### config.mk
export PLATFORM = sky130hd
export DESIGN_NAME = imm_gen_pipe_flat
export DESIGN_NICKNAME = d
export VERILOG_FILES = /design/src/rtl/imm_gen_pipe_if.sv /design/src/rtl/imm_gen_pipe.sv /design/src/flat_wrapper.sv
export SDC_FILE = /design/constraint.sdc
export NUM_CORES = 1
export LEC_CHECK = 0
export CORE_ASPECT_RATIO = 0.5
export CORE_MARGIN = 10
export CORE_UTILIZATION = 55
export CTS_CLUSTER_SIZE = 16
export DETAILED_ROUTE_END_ITERATION = 7
export GPL_ROUTABILITY_DRIVEN = 0
export PLACE_DENSITY = 0.95
export SETUP_SLACK_MARGIN = 0.1
export SKIP_LAST_GASP = 1
export SYNTH_ARGS = -nofsm -noshare
export SYNTH_HDL_FRONTEND = slang
export SYNTH_SLANG_ARGS = --single-unit
export TNS_END_PERCENT = 100
### constraint.sdc
create_clock -name clk -period 4.5 [get_ports clk]
set_clock_uncertainty 0.15 [all_clocks]
set_input_delay 0.9 -clock clk [delete_from_list [all_inputs] [get_ports clk]]
set_output_delay 0.9 -clock clk [all_outputs]
set_load 0.01 [all_outputs]
### src/rtl/imm_gen_pipe_if.sv
// rtl/imm_gen_pipe_if.sv - instruction-in / immediate-out handshake bundle for imm_gen_pipe
interface imm_gen_pipe_if #(
    parameter int XLEN  = 32,
    parameter int TAG_W = 5
);
    logic             in_valid;
    logic             in_ready;
    logic [31:0]      in_instr;
    logic [2:0]       in_fmt;
    logic [TAG_W-1:0] in_tag;
    logic             out_valid;
    logic             out_ready;
    logic [XLEN-1:0]  out_imm;
    logic [TAG_W-1:0] out_tag;
    logic             out_err;

    modport master (
        output in_valid, in_instr, in_fmt, in_tag, out_ready,
        input  in_ready, out_valid, out_imm, out_tag, out_err
    );

    modport slave (
        input  in_valid, in_instr, in_fmt, in_tag, out_ready,
        output in_ready, out_valid, out_imm, out_tag, out_err
    );
endinterface

### src/rtl/imm_gen_pipe.sv
// rtl/imm_gen_pipe.sv - RV32/RV64 immediate extractor with registered output and 2-entry skid
module imm_gen_pipe #(
    parameter int XLEN  = 32,
    parameter int TAG_W = 5
) (
    input  logic          clk,
    input  logic          rst,
    input  logic          flush,
    imm_gen_pipe_if.slave bus
);
    typedef struct packed {
        logic [XLEN-1:0]  imm;
        logic [TAG_W-1:0] tag;
        logic             err;
    } entry_t;

    function automatic logic [XLEN-1:0] extend(input logic [31:0] i, input logic [2:0] fmt);
        logic [XLEN-1:0] imm;
        imm = '0;
        case (fmt)
            3'd0: imm = XLEN'($signed(i[31:20]));
            3'd1: imm = XLEN'($signed({i[31:25], i[11:7]}));
            3'd2: imm = XLEN'($signed({i[31], i[7], i[30:25], i[11:8], 1'b0}));
            3'd3: imm = XLEN'($signed({i[31:12], 12'b0}));
            3'd4: imm = XLEN'($signed({i[31], i[19:12], i[20], i[30:21], 1'b0}));
            3'd5: imm = XLEN'(i[31:20]);
            3'd6: begin
                if (XLEN == 64) imm = XLEN'(i[25:20]);
                else            imm = XLEN'(i[24:20]);
            end
            default: imm = '0;
        endcase
        return imm;
    endfunction

    entry_t out_q, out_d, skid_q, skid_d, in_e;
    logic   out_valid_q, out_valid_d;
    logic   skid_valid_q, skid_valid_d;
    logic   in_ready_q, in_ready_d;
    logic   accept, drain;
    logic   unused_opcode;

    // Opcode bits never contribute to any immediate.
    assign unused_opcode = ^bus.in_instr[6:0];

    assign in_e.imm = extend(bus.in_instr, bus.in_fmt);
    assign in_e.tag = bus.in_tag;
    assign in_e.err = (bus.in_fmt == 3'd7);

    assign accept = bus.in_valid & in_ready_q;
    assign drain  = ~out_valid_q | bus.out_ready;

    always_comb begin
        out_d        = out_q;
        skid_d       = skid_q;
        out_valid_d  = out_valid_q;
        skid_valid_d = skid_valid_q;
        if (drain) begin
            if (skid_valid_q) begin
                out_d        = skid_q;
                out_valid_d  = 1'b1;
                skid_valid_d = accept;
                if (accept) skid_d = in_e;
            end else begin
                out_valid_d = accept;
                if (accept) out_d = in_e;
            end
        end else if (accept) begin
            skid_valid_d = 1'b1;
            skid_d       = in_e;
        end
        // Flush kills valids only; payload registers may keep stale data.
        if (flush) begin
            out_valid_d  = 1'b0;
            skid_valid_d = 1'b0;
        end
        in_ready_d = ~skid_valid_d;
    end

    always_ff @(posedge clk) begin
        if (rst) begin
            out_q        <= '0;
            skid_q       <= '0;
            out_valid_q  <= 1'b0;
            skid_valid_q <= 1'b0;
            in_ready_q   <= 1'b0;
        end else begin
            out_q        <= out_d;
            skid_q       <= skid_d;
            out_valid_q  <= out_valid_d;
            skid_valid_q <= skid_valid_d;
            in_ready_q   <= in_ready_d;
        end
    end

    assign bus.in_ready  = in_ready_q;
    assign bus.out_valid = out_valid_q;
    assign bus.out_imm   = out_q.imm;
    assign bus.out_tag   = out_q.tag;
    assign bus.out_err   = out_q.err;
endmodule

### src/flat_wrapper.sv
// flat-port wrapper written by rule: the top's interface ports become plain ports
module imm_gen_pipe_flat 
#(
    parameter int XLEN  = 32,
    parameter int TAG_W = 5
)
  (clk, rst, flush, bus_in_valid, bus_in_instr, bus_in_fmt, bus_in_tag, bus_out_ready, bus_in_ready, bus_out_valid, bus_out_imm, bus_out_tag, bus_out_err);
  imm_gen_pipe_if #(.XLEN(XLEN), .TAG_W(TAG_W)) bus_i ();
  input  logic clk;
  input  logic rst;
  input  logic flush;
  input wire logic [$bits(bus_i.in_valid)-1:0] bus_in_valid;
  input wire logic [$bits(bus_i.in_instr)-1:0] bus_in_instr;
  input wire logic [$bits(bus_i.in_fmt)-1:0] bus_in_fmt;
  input wire logic [$bits(bus_i.in_tag)-1:0] bus_in_tag;
  input wire logic [$bits(bus_i.out_ready)-1:0] bus_out_ready;
  output wire logic [$bits(bus_i.in_ready)-1:0] bus_in_ready;
  output wire logic [$bits(bus_i.out_valid)-1:0] bus_out_valid;
  output wire logic [$bits(bus_i.out_imm)-1:0] bus_out_imm;
  output wire logic [$bits(bus_i.out_tag)-1:0] bus_out_tag;
  output wire logic [$bits(bus_i.out_err)-1:0] bus_out_err;
  assign bus_i.in_valid = bus_in_valid;
  assign bus_i.in_instr = bus_in_instr;
  assign bus_i.in_fmt = bus_in_fmt;
  assign bus_i.in_tag = bus_in_tag;
  assign bus_i.out_ready = bus_out_ready;
  assign bus_in_ready = bus_i.in_ready;
  assign bus_out_valid = bus_i.out_valid;
  assign bus_out_imm = bus_i.out_imm;
  assign bus_out_tag = bus_i.out_tag;
  assign bus_out_err = bus_i.out_err;
  imm_gen_pipe #(.XLEN(XLEN), .TAG_W(TAG_W)) u_core (.clk(clk), .rst(rst), .flush(flush), .bus(bus_i));
endmodule
==> results of run 1 <==
==> cells in the mapped netlist (all sizes together) <==
cell | n | area share, %
dfxtp | 79 | 40
nor2 | 55 | 5.3
nand2 | 54 | 5.2
a21oi | 43 | 5.9
a211oi | 42 | 9.1
buf | 33 | 5.0
nand3b | 19 | 3.6
clkbuf | 14 | 1.4
o21ai | 14 | 1.8
o41ai | 11 | 4.4
nand3 | 9 | 1.2
o211ai | 9 | 1.7
inv | 8 | 0.77
nand4b | 8 | 1.8
o22a | 7 | 1.6
a311oi | 6 | 1.3
mux2i | 6 | 1.5
nor3b | 6 | 1.2
o21bai | 5 | 1.2
a221oi | 4 | 1.5
a31oi | 3 | 0.48
and2 | 3 | 0.48
nand2b | 3 | 0.48
and2b | 2 | 0.38
nor2b | 2 | 0.32
nor3 | 2 | 0.38
a211o | 1 | 0.22
and4b | 1 | 0.26
and4bb | 1 | 0.32
o21a | 1 | 0.19
o311ai | 1 | 0.22
or3 | 1 | 0.16
or4b | 1 | 0.26
==> power by group <==
part / internal (uW) / leakage, uW / switching, uW / total, uW
Combinational: 113 / 0.000897 / 124 / 237
Sequential: 722 / 0.000642 / 12.3 / 734
Clock: 498 / 0.000149 / 277 / 775
==> critical path, delay by kind of cell <==
kind / cells / cell delay [ns]
compound gates: 2 / 0.35
buf+inv: 2 / 0.79
simple gates: 2 / 1.12
==> cells by family after synthesis <==
kind of cell | count (synthesis)
flip-flops | 79
multiplexers | 6
AO/OA/AOI/OAI | 147
buffers and inverters | 55
AND/OR/NAND/NOR | 167
==> worst paths after layout <==
| path | end | cells after the start |
|---|---|---|
| worst max register to register | u_core.skid_q[21] | 5 |
| worst min-delay path | u_core.skid_q[11] | 2 |
| worst max-delay path | u_core.bus.out_imm[14] | 6 |
| worst min register to register | u_core.skid_q[11] | 2 |
==> area by class of cell <==
type,instances,area (sq um)
Clock buffer,12,246.5
Clock inverter,3,67.56
Fill cell,482,1853
Inverter,8,30.03
Multi-Input combinational cell,320,2058
Sequential cell,79,1582
Tap cell,92,115.1
Timing Repair Buffer,87,853.3
==> sequential cells by signal, indices dropped and copies added (netlist names) <==
register and flops:
u_core.bus.out_err 1, u_core.skid_q 38, u_core.bus.out_valid 1, u_core.skid_valid_q 1
u_core.bus.in_ready 1, u_core.bus.out_tag 5, u_core.bus.out_imm 32
==> placed cells by master, fill, tap and decap left out, types with 3 or more instances in the layout <==
cell type / n
nand3b_1: 19
nand2b_1: 3
o21ai_0: 11
dfxtp_1: 79
buf_4: 9
clkdlybuf4s50_1: 76
a211oi_2: 8
mux2i_1: 6
a311oi_1: 6
nand3_1: 9
nor2_1: 54
o41ai_2: 10
nor3b_1: 6
a221oi_2: 4
inv_1: 7
o21bai_1: 4
o211ai_1: 9
nand4b_1: 8
a211oi_1: 34
nand2_1: 54
o22a_1: 7
a21oi_1: 41
a31oi_1: 3
clkbuf_16: 9
==> per-stage QoR <==
| stage | worst slack [ns] | power [uW] | instance area (sq um) |
|---|---|---|---|
| 6_report | 1.416 | 1746 | 4952 |
| 5_1_grt | 1.256 | 1802 | 4952 |
| 4_1_cts | 1.443 | 1750 | 4952 |
| 3_5_place_dp | 1.124 | 981.2 | 4638 |
| 3_3_place_gp | 1.167 | 974.2 | 4638 |
| 2_1_floorplan | 2.449 | 880.0 | 3916 |
==> layer usage <==
| metal | routed length, microns | vias up |
|---|---|---|
| li1 | - | 1752 |
| met3 | 992 | 44 |
| met1 | 4404 | 1764 |
| met5 | 0 | - |
| met2 | 5288 | 195 |
| met4 | 378 | 0 |
==> impl_metrics.json, run 1 <==
{
  "status": "finished, final reports clean",
  "antenna_found_initial": 0,
  "synth-compound-area-share_pct": 29.65,
  "cellPowerDensity_nw_per_um2": 352.6,
  "whs_ns": 0.2989,
  "cts_buffers": 9,
  "slew_headroom_pct": 23.28,
  "vias_per_cell": 6.248,
  "grt_use_met3_pct": 6.413,
  "cts_buffer_depth": 2,
  "slowest_stage": "nand2b_1",
  "worstHoldStart": "u_core.skid_q[11]",
  "critPathArrivalTime_ns": 3.19,
  "r2r-start": "u_core.bus.out_valid",
  "cp_max_fo": 38,
  "min_period_ns": 3.084,
  "post_cts_buffers": 0,
  "yosysUniqueCellTypes": 47,
  "final.setup.tns_ns": 0,
  "hold_buffers": 0,
  "cts_tree": "yes",
  "ant_nets": 0,
  "cts-htree-levels": 3,
  "ys_warn_count": 0,
  "cap_violations": 0,
  "worstPathRequired_ns": 4.60,
  "num_io_pins": 85,
  "drc": 0,
  "final_util_pct": 72.77,
  "ys_ff_latch": 79,
  "num_rows": 21,
  "drt-total-wl_microns": 11060,
  "tightest_slew_ns": 1.151,
  "core-area_sq_um": 6805,
  "antenna_cells": 0,
  "vias": 3755,
  "place_hpwl_microns": 7224,
  "fin_cells": 601,
  "grt_first_pass_wirelength_microns": 18260,
  "insertion_delay_ns": 0.34,
  "clock_sink_count": 79,
  "min_path_type": "reg -> reg",
  "dieArea_sq_um": 11100,
  "grt_pass1_vias": 3710,
  "ir_drop_mv": 0.2146,
  "start_util_pct": 57.55,
  "drv_slew": 0,
  "synthMuxAreaShare_pct": 1.534,
  "cts-root-buf": "clkbuf_16",
  "max_stage_delay_ns": 0.63,
  "io_buffers": 77,
  "syn_nets": 499,
  "dp.cells": 586,
  "grt_usage_pct": 19.84,
  "busiest_layer": "met2",
  "clkSlewWorstSetupHoldPaths_ns": 0.06,
  "dr.pass1.iters": 5,
  "postSynthAreaPerCell_sq_um": 8.626,
  "grt_max_degree": 54,
  "nNetsFinal": 550,
  "crit_path_end_kind": "register",
  "wire_per_inst_microns": 18.41,
  "die_x_microns": 139.3,
  "drive_gt1_share_pct": 10.61,
  "hold_viol_final": 0,
  "gr-total-overflow": 0,
  "use_met2_pct": 33.68,
  "drtIter0Drc": 439,
  "grtUsageMet1_pct": 21.91,
  "start_kind": "primary input",
  "critical_path_class": "in -> reg",
  "rsz0062_at_grt": "false",
  "yosys.area_share.simple_pct": 21.28,
  "yosys.area_share.xor_xnor_pct": 0,
  "area_delta_synth_final_pct": 26.45,
  "leakage_uw": 0.001687,
  "crit_chain": "clkdlybuf4s50_1 > nand2b_1 > o21ai_2 > buf_4 > or3_1 > o211ai_1",
  "yosysSeqAreaShare_pct": 40.38,
  "finalSetupViolations": 0,
  "netlist_instances": 454,
  "crit_start": "bus_out_ready",
  "synth_top_family_by_area": "compound AO/OA/AOI/OAI gates",
  "synth_area_sq_um": 3916,
  "cts_resized": 0,
  "synthAdderAreaFrac_pct": 0,
  "die_y_microns": 79.67,
  "fmax_mhz": 324.3,
  "reg2reg_slack_ns": 2.14,
  "fin_crit_sh_pct": 68.53
}
No activity file was read; power rests on OpenSTA's default activity.
==> run 2: changes to the inputs <==
CORE_UTILIZATION = 46   (was 55)
PLACE_DENSITY = 0.86   (was 0.95)
clock period = 2.76 ns   (was 4.5 ns; I/O delays follow)
==> impl_metrics.json, run 2 (same netlist as run 1, synthesis figures left out) <==
{
  "crit_path_end_kind": "register",
  "layout_common_cells": "79 x dfxtp_1, 76 x clkdlybuf4s50_1, 54 x nand2_1, 54 x nor2_1, 41 x a21oi_1",
  "vias": 3658,
  "status": "finished, final reports clean",
  "slowest_stage": "clkdlybuf4s50_1",
  "holdPathStages": 2,
  "area_delta_synth_final_pct": 28.08,
  "cts_buffer_depth": 2,
  "cp_max_fo": 11,
  "final_common_cell": "dfxtp_1",
  "hold_viol_final": 0,
  "cts-htree-levels": 3,
  "io_buffers": 77,
  "clock_sink_count": 79,
  "antenna_found_initial": 0,
  "r2r_cells": 5,
  "ant_nets": 0,
  "core-area_sq_um": 8144,
  "p_seq_share_pct": 43.9,
  "drive_gt1_share_pct": 12.36,
  "clkSlewWorstSetupHoldPaths_ns": 0.06,
  "fillerInstances": 658,
  "final_util_pct": 61.59,
  "dr.pass1.iters": 5,
  "fmax_mhz": 452.2,
  "insertion_delay_ns": 0.34,
  "final.setup.tns_ns": 0,
  "grt_first_pass_wirelength_microns": 18050,
  "grt_pass1_vias": 3615,
  "p_switching_uw": 669.7,
  "r2r-start": "u_core.skid_valid_q",
  "cts-root-buf": "clkbuf_16",
  "critPathArrivalTime_ns": 2.32,
  "drt-total-wl_microns": 10780,
  "cts_tree": "yes",
  "pwr-share-comb_pct": 14.5,
  "nNetsFinal": 560,
  "grt_usage_pct": 17.08,
  "min_to": "u_core.skid_q[16]",
  "drv_slew": 0,
  "antenna_cells": 0,
  "critical_path_class": "in -> reg",
  "p_clk_share_pct": 41.7,
  "ir_drop_mv": 0.3331,
  "fin_crit_sh_pct": 80.13,
  "die_x_microns": 150.5,
  "top_register": "u_core.skid_q",
  "largest_reg_flops": 38,
  "min_period_ns": 2.211,
  "start_kind": "primary input",
  "path_buf_inv": 2,
  "gr-total-overflow": 0,
  "dieArea_sq_um": 12830,
  "cap_violations": 0,
  "start_util_pct": 48.09,
  "wire_per_inst_microns": 17.12,
  "cts_resized": 0,
  "max_stage_delay_ns": 0.51,
  "p_int_uw": 2057,
  "worstPathRequired_ns": 2.86,
  "p_sw_share_pct": 24.56,
  "finalSetupViolations": 0,
  "leakage_uw": 0.001727,
  "drtIter0Drc": 332,
  "die_y_microns": 85.25,
  "drc": 0,
  "cp_num_cells": 6,
  "slew_headroom_pct": 57.32,
  "crit_chain": "clkdlybuf4s50_1 > buf_4 > nor2b_1 > a21oi_1 > o22a_1 > a211oi_1",
  "hold_buffers": 0,
  "vias_per_cell": 5.806,
  "num_io_pins": 85,
  "crit_family": "buffers and inverters",
  "reg2reg_to": "u_core.bus.out_imm[1]",
  "tightest_slew_ns": 0.6393,
  "grt_max_degree": 39,
  "rsz0062_at_grt": "false",
  "min_path_type": "reg -> reg",
  "num_rows": 23,
  "reg2reg_slack_ns": 0.61,
  "cellPowerDensity_nw_per_um2": 543.6,
  "cts_buffers": 9,
  "post_cts_buffers": 0,
  "worstHoldStart": "u_core.skid_q[16]",
  "place_hpwl_microns": 7451
}
## run 2: stage by stage
step	total power [uW]	area (sq um)	hold WS [ns]	cells	setup WS (ns)
detailed placement	1612	4738	0.2915	616	0.2228
global route	2818	5016	0.3151	630	0.3762
global placement	1603	4738	0.2846	616	0.2819
finish	2727	5016	0.2979	630	0.5485
CTS	2735	5016	0.2993	630	0.5617
floorplan	1435	3916	0.2787	454	1.057
## run 2: worst max path at each step
| stage | endpoint | from |
|---|---|---|
| floorplan | u_core.bus.out_imm[21] | bus_out_ready |
| global placement | u_core.skid_q[23] | bus_in_fmt[1] |
| detailed placement | u_core.skid_q[18] | bus_in_fmt[2] |
| CTS | u_core.skid_q[19] | bus_in_fmt[2] |
| global route | u_core.skid_q[23] | bus_in_fmt[2] |
| finish | u_core.skid_q[23] | bus_in_fmt[2] |
## run 2: layer usage
metal  up-vias  track usage (%)  share of wire [%]
li1       1769                -                  -
met2       132            28.24                 49
met5         -                0                  0
met1      1735            21.00                 44
met4         0            6.579                2.2
met3        22            4.184                5.6
## run 2: worst reg2reg max path, stage by stage (launching register included)
cell	delay, ns
dfxtp_1	0.72
inv_2	0.24
a21oi_2	0.41
buf_4	0.25
nor2_1	0.06
a211oi_2	0.22
## run 2: layout make-up
cell class,instances,area [sq um],share of cell area (%)
clock buffers,10,229.0,4.565
clock inverters,4,48.80,0.9728
inverters,8,30.03,0.5987
multi-input cells,320,2058,41.03
flip-flops and latches,79,1582,31.53
well taps,112,140.1,2.794
repair buffers,97,928.4,18.51
## run 2: power groups by stage
| stage | clock network, uW | registers (uW) | logic (uW) |
|---|---|---|---|
| detailed placement | 0 | 1220 | 391 |
| global route | 1190 | 1200 | 429 |
| global placement | 0 | 1220 | 384 |
| finish | 1140 | 1200 | 394 |
| CTS | 1140 | 1200 | 394 |
| floorplan | 0 | 1230 | 202 |
